**config.mk**
```make
export PLATFORM = sky130hd
export DESIGN_NAME = gcd_seq_engine
export DESIGN_NICKNAME = d
export VERILOG_FILES = /design/src/rtl/gcd_pkg.sv /design/src/rtl/gcd_step.sv /design/src/rtl/gcd_seq_engine.sv
export SDC_FILE = /design/constraint.sdc
export NUM_CORES = 1
export LEC_CHECK = 0
export ABC_AREA = 1
export CORE_UTILIZATION = 50
export DETAILED_ROUTE_END_ITERATION = 10
export DONT_BUFFER_PORTS = 1
export SYNTH_ARGS = -nofsm -noshare
export SYNTH_HDL_FRONTEND = slang
export SYNTH_SLANG_ARGS = --single-unit
```
**constraint.sdc**
```tcl
create_clock -name Clock -period 5.3 [get_ports Clock]
set_clock_uncertainty 0.2 [all_clocks]
set_input_delay 0.53 -clock Clock [delete_from_list [all_inputs] [get_ports Clock]]
set_output_delay 0.53 -clock Clock [all_outputs]
set_load 0.05 [all_outputs]
```
**src/rtl/gcd_pkg.sv**
```systemverilog
// Shared types and defaults for the sequential subtractive-Euclid GCD engine.
// State encoding is shared so the bench and any wrappers decode it identically.
package gcd_pkg;

   localparam int GCD_WIDTH_DEFAULT = 8;

   typedef enum logic [1:0] {
      IDLE = 2'd0,
      CALC = 2'd1,
      DONE = 2'd2
   } gcd_state_t;

   typedef logic [GCD_WIDTH_DEFAULT-1:0] gcd_word_t;

   typedef struct packed {
      gcd_word_t gcd;
      gcd_word_t iters;
   } gcd_result_t;

endpackage : gcd_pkg

```
**src/rtl/gcd_step.sv**
```systemverilog
// One subtractive Euclid step: the larger operand loses the smaller one.
// Purely combinational; when A==B both operands pass through unchanged.
module gcd_step
   import gcd_pkg::*;
#(
   parameter int WIDTH = GCD_WIDTH_DEFAULT
) (
   input  logic [WIDTH-1:0] A,
   input  logic [WIDTH-1:0] B,
   output logic [WIDTH-1:0] A_next,
   output logic [WIDTH-1:0] B_next,
   output logic             eq,
   output logic             a_gt_b
);

   always_comb begin
      eq     = (A == B);
      a_gt_b = (A > B);
      A_next = A;
      B_next = B;
      // The larger value is always the minuend, so neither path underflows.
      if (!eq) begin
         if (a_gt_b) begin
            A_next = A - B;
         end else begin
            B_next = B - A;
         end
      end
   end

endmodule : gcd_step

```
**src/rtl/gcd_seq_engine.sv**
```systemverilog
// Handshaked GCD engine: accept operands, subtract one step per cycle, present result and step count.
// Result is held until out_ready; in_ready is high only in IDLE, so nothing is accepted while busy.
module gcd_seq_engine
   import gcd_pkg::*;
#(
   parameter int WIDTH = GCD_WIDTH_DEFAULT
) (
   input  logic             Clock,
   input  logic             Reset_n,
   input  logic             in_valid,
   output logic             in_ready,
   input  logic [WIDTH-1:0] X,
   input  logic [WIDTH-1:0] Y,
   input  logic             Clr,
   output logic             out_valid,
   input  logic             out_ready,
   output logic [WIDTH-1:0] gcd_output,
   output logic [WIDTH-1:0] iters
);

   gcd_state_t       state_q, state_d;
   logic [WIDTH-1:0] a_q, a_d;
   logic [WIDTH-1:0] b_q, b_d;
   logic [WIDTH-1:0] count_q, count_d;
   logic [WIDTH-1:0] result_q, result_d;
   logic [WIDTH-1:0] iters_q, iters_d;
   logic             out_valid_q, out_valid_d;

   logic [WIDTH-1:0] a_next, b_next;
   logic             step_eq, step_a_gt_b;
   logic             accept;
   logic             trivial;

   gcd_step #(
      .WIDTH (WIDTH)
   ) u_step (
      .A      (a_q),
      .B      (b_q),
      .A_next (a_next),
      .B_next (b_next),
      .eq     (step_eq),
      .a_gt_b (step_a_gt_b)
   );

   assign accept  = in_valid && (state_q == IDLE);
   assign trivial = Clr || (X == '0) || (Y == '0);

   always_comb begin
      state_d     = state_q;
      a_d         = a_q;
      b_d         = b_q;
      count_d     = count_q;
      result_d    = result_q;
      iters_d     = iters_q;
      out_valid_d = out_valid_q;

      unique case (state_q)
         IDLE: begin
            if (accept) begin
               a_d     = X;
               b_d     = Y;
               count_d = '0;
               // Clear or any zero operand short-circuits straight to a zero result.
               if (trivial) begin
                  result_d    = '0;
                  iters_d     = '0;
                  out_valid_d = 1'b1;
                  state_d     = DONE;
               end else begin
                  state_d = CALC;
               end
            end
         end

         CALC: begin
            if (step_eq) begin
               result_d    = a_q;
               iters_d     = count_q;
               out_valid_d = 1'b1;
               state_d     = DONE;
            end else begin
               a_d     = a_next;
               b_d     = b_next;
               count_d = count_q + WIDTH'(1);
            end
         end

         DONE: begin
            if (out_ready) begin
               out_valid_d = 1'b0;
               state_d     = IDLE;
            end
         end

         default: begin
            out_valid_d = 1'b0;
            state_d     = IDLE;
         end
      endcase
   end

   always_ff @(posedge Clock) begin
      if (!Reset_n) begin
         state_q     <= IDLE;
         a_q         <= '0;
         b_q         <= '0;
         count_q     <= '0;
         result_q    <= '0;
         iters_q     <= '0;
         out_valid_q <= 1'b0;
      end else begin
         state_q     <= state_d;
         a_q         <= a_d;
         b_q         <= b_d;
         count_q     <= count_d;
         result_q    <= result_d;
         iters_q     <= iters_d;
         out_valid_q <= out_valid_d;
      end
   end

   // step_a_gt_b is folded into a_next/b_next; kept on the port for debug visibility.
   logic unused_ok;
   assign unused_ok = step_a_gt_b;

   assign in_ready   = (state_q == IDLE);
   assign out_valid  = out_valid_q;
   assign gcd_output = result_q;
   assign iters      = iters_q;

endmodule : gcd_seq_engine
```
# Yosys cells after proc, flatten, opt, wreduce, memory -nomap -nowiden

Cells that the tools add are included.

$add $sub $neg: 3
Multipliers: 0
Div/mod/pow operators: 0
Magnitude comparators: 1
Eq/ne operators: 10
Shifts and indexed selects: 0
Mux-type cells: 27
Bitwise gates (word level): 0
Reductions and logical operators: 13

Operators with widths:

| cell                                                   | count |
|---|---|
| 2-to-1 mux 8 bit                                       | 12 |
| one-hot mux 8 bit (2 select lines)                     | 5 |
| logical NOT 8 bit                                      | 2 |
| AND reduction 4 bit                                    | 4 |
| subtractor 8 bit                                       | 2 |
| inequality test 2 bit (second input constant)          | 5 |
| adder 8 x 1 -> 8 bit (second input constant)           | 1 |
| equality test 8 bit                                    | 1 |
| greater-than comparator 8 bit                          | 1 |
| 2-to-1 mux 2 bit                                       | 4 |
| one-hot mux 2 bit (3 select lines)                     | 1 |
| AND reduction 3 bit                                    | 2 |
| 2-to-1 mux 1 bit                                       | 4 |
| inequality test 2 x 1 -> 1 bit (second input constant) | 2 |
| one-hot mux 1 bit (3 select lines)                     | 1 |
| equality test 2 x 1 -> 1 bit (second input constant)   | 1 |
| equality test 2 bit (second input constant)            | 1 |
| logical NOT 2 bit                                      | 1 |
| logical OR 1 bit                                       | 2 |
| nonzero test 2 bit                                     | 1 |
| logical AND 1 bit                                      | 1 |

Bits in registers: 43
Latch bits: 0
Memory bits (writable): 0
Memory bits (read-only): 0
Output and inout bits: 18
Word-level logic and storage cells: 61
Memories kept: 0

# Longest topological paths before layout

Word-level depth: 6
Mapped depth: 14
Gate-level depth less buffers: 13

# Cells and area by module

From an unflattened synthesis, not the netlist that was laid out.

Cells, all modules: 483
Area total of the unflattened synthesis: 3026.7 µm²

By module, submodules not included:

| module         | times used | cells an instance | area each (µm²) | sequential area each (µm²) |
|---|---|---|---|---|
| gcd_seq_engine | 1          | 295               | 2039.5          | 860.8 |
| gcd_step       | 1          | 188               | 987.2           | 0.0 |

# Worst setup path before layout

Ideal clock, no wire load.

Path kind: register to register
Start: register a_q[0]
End: register a_q[5]
Library setup time: 0.111 ns
Arrival: 1.789 ns
Required time: 4.989 ns
Setup slack: 3.200 ns
Cell stages (with the launch flop): 15
Path buffers: 1
Period minus slack after synthesis: 2.100 ns
Path through: dfxtp_1 > inv_1 > ha_1 > fa_1 > inv_1 > nand3_1 > nand2_1 > nand2_1 > nand2_2 > nand2_8 > nand2_2 > buf_6 > nand2_1 > nor2_1 > nor2_1

Cells in the longest elaborated chain, start to end: 4
Elaborated cells between the ends (all ways): 9
Those cells by class: add/sub (1); order compare (1); eq/ne (3); mux (3); reduce/logical (1)

RTL lines:

| item                               | line                  | text |
|---|---|---|
| start, declared                    | gcd_seq_engine.sv:22  | `logic [WIDTH-1:0] a_q, a_d;` |
| start signal, assigned             | gcd_seq_engine.sv:105 | `a_q <= '0;` |
| start signal, assigned             | gcd_seq_engine.sv:113 | `a_q <= a_d;` |
| subtractor 8 bit                   | gcd_step.sv:24        | `A_next = A - B;` |
| 2-to-1 mux 8 bit                   | gcd_step.sv:23        | `if (a_gt_b) begin` |
| 2-to-1 mux 8 bit                   | gcd_seq_engine.sv:76  | `if (step_eq) begin` |
| one-hot mux 8 bit (2 select lines) | gcd_seq_engine.sv:57  | `unique case (state_q)` |

Several ways; a longest one is shown, not always the timed one. The select of a mux whose other input is x is not followed.
A chain may end at the register's enable or synchronous reset.

# Worst setup path in the final report

Start: register a_q[0]
End: register b_q[1]

Cells in the longest elaborated chain, start to end: 4
Elaborated cells between the ends (all ways): 9
Those cells by class: add/sub (1); order compare (1); eq/ne (3); mux (3); reduce/logical (1)

RTL lines:

| item                               | line                  | text |
|---|---|---|
| subtractor 8 bit                   | gcd_step.sv:26        | `B_next = B - A;` |
| 2-to-1 mux 8 bit                   | gcd_step.sv:23        |  |
| 2-to-1 mux 8 bit                   | gcd_seq_engine.sv:76  |  |
| one-hot mux 8 bit (2 select lines) | gcd_seq_engine.sv:57  |  |
| end signal, assigned               | gcd_seq_engine.sv:106 | `b_q <= '0;` |
| end signal, assigned               | gcd_seq_engine.sv:114 | `b_q <= b_d;` |
| end, declared                      | gcd_seq_engine.sv:23  | `logic [WIDTH-1:0] b_q, b_d;` |

Several ways; a longest one is shown, not always the timed one. The select of a mux whose other input is x is not followed.

==> summary.txt <==
Status: completed
CP peak stage delay: 0.40 ns
Switching power share of the total: 44.1%
Routed WL per cell: 14.3 um
GRT Util Overall: 25.9%
Slew margin rel.: 54.7%
Max-cap violations: 0
Clock transition at the registers of the reported paths: 0.09 ns
Hold-fix buffers at CTS: 0
CTS buffer count: 5
Reg-to-reg startpoint: a_q[0]
CP required: 5.31 ns
Post-CTS sizing: 0
Pre-CTS setup slack: 2.92 ns
Pins over their slew limit: 0
Worst slew pin tran: 0.677 ns
Layout cell share with drive strength beyond 1: 9.03%
Drt total wl: 7.21 mm
Final hold violation count: 0
Antenna-violating nets left: 0
GRT Residual Overflow: 0
Hold Crit Class: in -> reg
Critical path data arrival time: 2.45 ns
Row cnt: 27
P_leak: 1.31 nW
Die Span Y: 77.6 um
Flop pwr share: 36.0%
Initial core utilization: 51.9%
Comb pwr share: 42.6%
Top cell by count, worst path: inv_1
Fin crit share: 46.0%
Clock power share: 21.4%
CTS Sinks: 43
GPL Wtd Cong: 0.864
Post-route setup slack: 2.86 ns
Setup TNS: 0 ns
IO Port Bufs: 0
Peak Freq: 0.410 GHz
First-pass DRT Iterations: 4
Post-synthesis sequential area ratio: 30.1%
Clock buffer depth: 2
Peak supply drop: 0.169 mV
Hold Path Origin: Reset_n
Seq. cell area: 861 um^2
Critical Path Source Type: flip-flop
Power density over cell area: 358 nW/um^2
Setup violations, final: 0
Die X: 77.6 um
Htree depth: 2
Total core area: 5510 um^2
Largest net degree at the start of global routing: 30
Yosys warns: 0
Switching Power: 0.462 mW
Slowest stage cell, crit path: dfxtp_1
Crit Reg-Reg Endpoint: b_q[1]
Area of the multi-input gates: 1680 um^2
Syn avg cell area: 6.48 um^2
Clock Latency Late Sink: 0.31 ns
Vias per cell: 5.22
WS Path Type: reg -> reg
Total Nets Final: 470
First-pass GRT wire length: 12.1 mm
Netlist cell types: 32
# fillers: 611
Vias: 2633
ANT cells: 0
Max FO, Critical Path: 11
Worst setup EP type: flip-flop
CTS root buf: clkbuf_8
Drt first-iter violations: 149
Post-Synthesis Cells: 441
WHS Path Cells: 2
Initial antenna violation count: 0
Int Pwr: 0.586 mW
Register-to-register setup slack: 2.86 ns
Flops & latches, synth: 43
Worst Hold Endpoint: b_q[2]
Post-synthesis cell area: 2860 um^2
Area grow syn2layout: 2.37%
Io pins: 39
Vias in the first global route: 2431
DRC: 0
Hpwl dp: 5.46 mm
Syn_nets: 480
Final worst path period need: 2.44 ns
Die Area: 6020 um^2
RSZ-0062 raised after global routing: no
CTS tree: done
Cell breakdown of the critical path: inv_1, ha_1, fa_1, inv_1, nand3_1, nand2_1, nand2_1, nand2_2, nand2_8, nand2_2, inv_1, nor2_1, nor2_1
Postcts setup bufs: 0
R2R depth: 13
==> metal layers <==
metal  track usage, %  routed length (um)  part of all wire, %
met4             6.23                  42                 0.58
met1             36.8                3650                   51
met3             4.94                 336                  4.7
met2             40.0                3180                   44
met5                0                   0                    0
==> flip-flops by register name (all words and copies together) (netlist names) <==
name        cells
iters           8
state_q         2
gcd_output      8
b_q             8
count_q         8
out_valid       1
a_q             8
==> cells in the mapped netlist <==
library cell	count	share of area, %
nand3_4	1	0.61
nand3_1	35	6.1
buf_2	5	0.88
nor3_1	4	0.70
nand3b_1	2	0.53
nor2_2	3	0.66
a31oi_1	1	0.22
a211oi_1	1	0.26
nor2_4	2	0.79
a21oi_2	1	0.31
buf_1	1	0.13
o21ai_1	6	1.1
o21ai_0	8	1.4
ha_1	16	7.0
dfxtp_1	43	30
clkbuf_1	4	0.53
or2_2	2	0.44
inv_4	1	0.22
inv_2	3	0.39
buf_6	5	2.0
nand2_2	14	3.1
a31o_2	1	0.31
fa_1	2	1.4
nand2_1	105	14
nor2_1	71	9.3
buf_4	2	0.53
inv_1	49	6.4
nand2_4	2	0.79
nand4_1	11	2.4
nand2_8	1	0.70
and3_1	1	0.22
a21oi_1	38	6.7
==> cell type report <==
type,count,share of cell area (%)
clock buffer,5,2.35
clock inverter,3,0.813
inverter,53,6.89
multi-input combinational,328,57.4
sequential,43,29.4
tap,72,3.08
==> placed cells by master, fill, tap and decap left out, types with 6 or more instances in the layout <==
cell,synthesis,layout
o21ai_1,6,6
ha_1,16,16
inv_1,49,49
dfxtp_1,43,43
nand3_1,35,35
nand2_1,105,105
nand4_1,11,11
a21oi_1,38,38
o21ai_0,8,8
nand2_2,14,14
nor2_1,71,71
==> worst max path at each step <==
stage | startpoint | to | slack [ns]
6_report | a_q[0] | b_q[1] | 2.86
5_1_grt | a_q[0] | b_q[1] | 2.72
4_1_cts | a_q[0] | b_q[1] | 2.90
3_5_place_dp | a_q[0] | b_q[1] | 2.92
3_3_place_gp | a_q[0] | a_q[2] | 2.96
2_1_floorplan | a_q[0] | a_q[5] | 3.20
==> worst max-delay path, delay by kind of cell, from the launching register on <==
| family | cells | cell delay, ns |
|---|---|---|
| simple gates | 8 | 0.89 |
| fa+ha+maj | 2 | 0.60 |
| flops | 1 | 0.40 |
| buf+inv | 3 | 0.27 |
==> logic make-up (layout without fill, tap and decap cells) <==
| group | count (synthesis) | after routing | share of synthesized area [%] |
|---|---|---|---|
| buffers and inverters | 70 | 61 | 11.1 |
| adder cells (fa/ha/maj) | 18 | 18 | 8.41 |
| AO/OA/AOI/OAI | 56 | 56 | 10.2 |
| AND/OR/NAND/NOR | 254 | 254 | 40.2 |
| flip-flops | 43 | 43 | 30.1 |
==> stage by stage <==
| stage | power [mW] | utilization (%) | cell area, um^2 | std cells | hold WS, ns |
|---|---|---|---|---|---|
| after global placement | 0.821 | 51.4 | 2830 | 496 | 0.281 |
| after global routing | 1.14 | 53.1 | 2920 | 504 | 0.136 |
| after floorplan | 0.754 | - | 2860 | 441 | 0.248 |
| final | 1.05 | 53.1 | 2920 | 504 | 0.141 |
| after detailed placement | 0.824 | 51.4 | 2830 | 496 | 0.280 |
| after CTS | 1.05 | 53.1 | 2920 | 504 | 0.130 |
==> power groups by stage <==
| stage | registers [mW] | logic, mW | clock network, mW |
|---|---|---|---|
| final | 0.377 | 0.447 | 0.224 |
| after global routing | 0.380 | 0.509 | 0.246 |
| after CTS | 0.377 | 0.442 | 0.230 |
| after detailed placement | 0.385 | 0.440 | 0 |
| after global placement | 0.384 | 0.438 | 0 |
| after floorplan | 0.378 | 0.376 | 0 |
(Power assumes the default switching activity.)
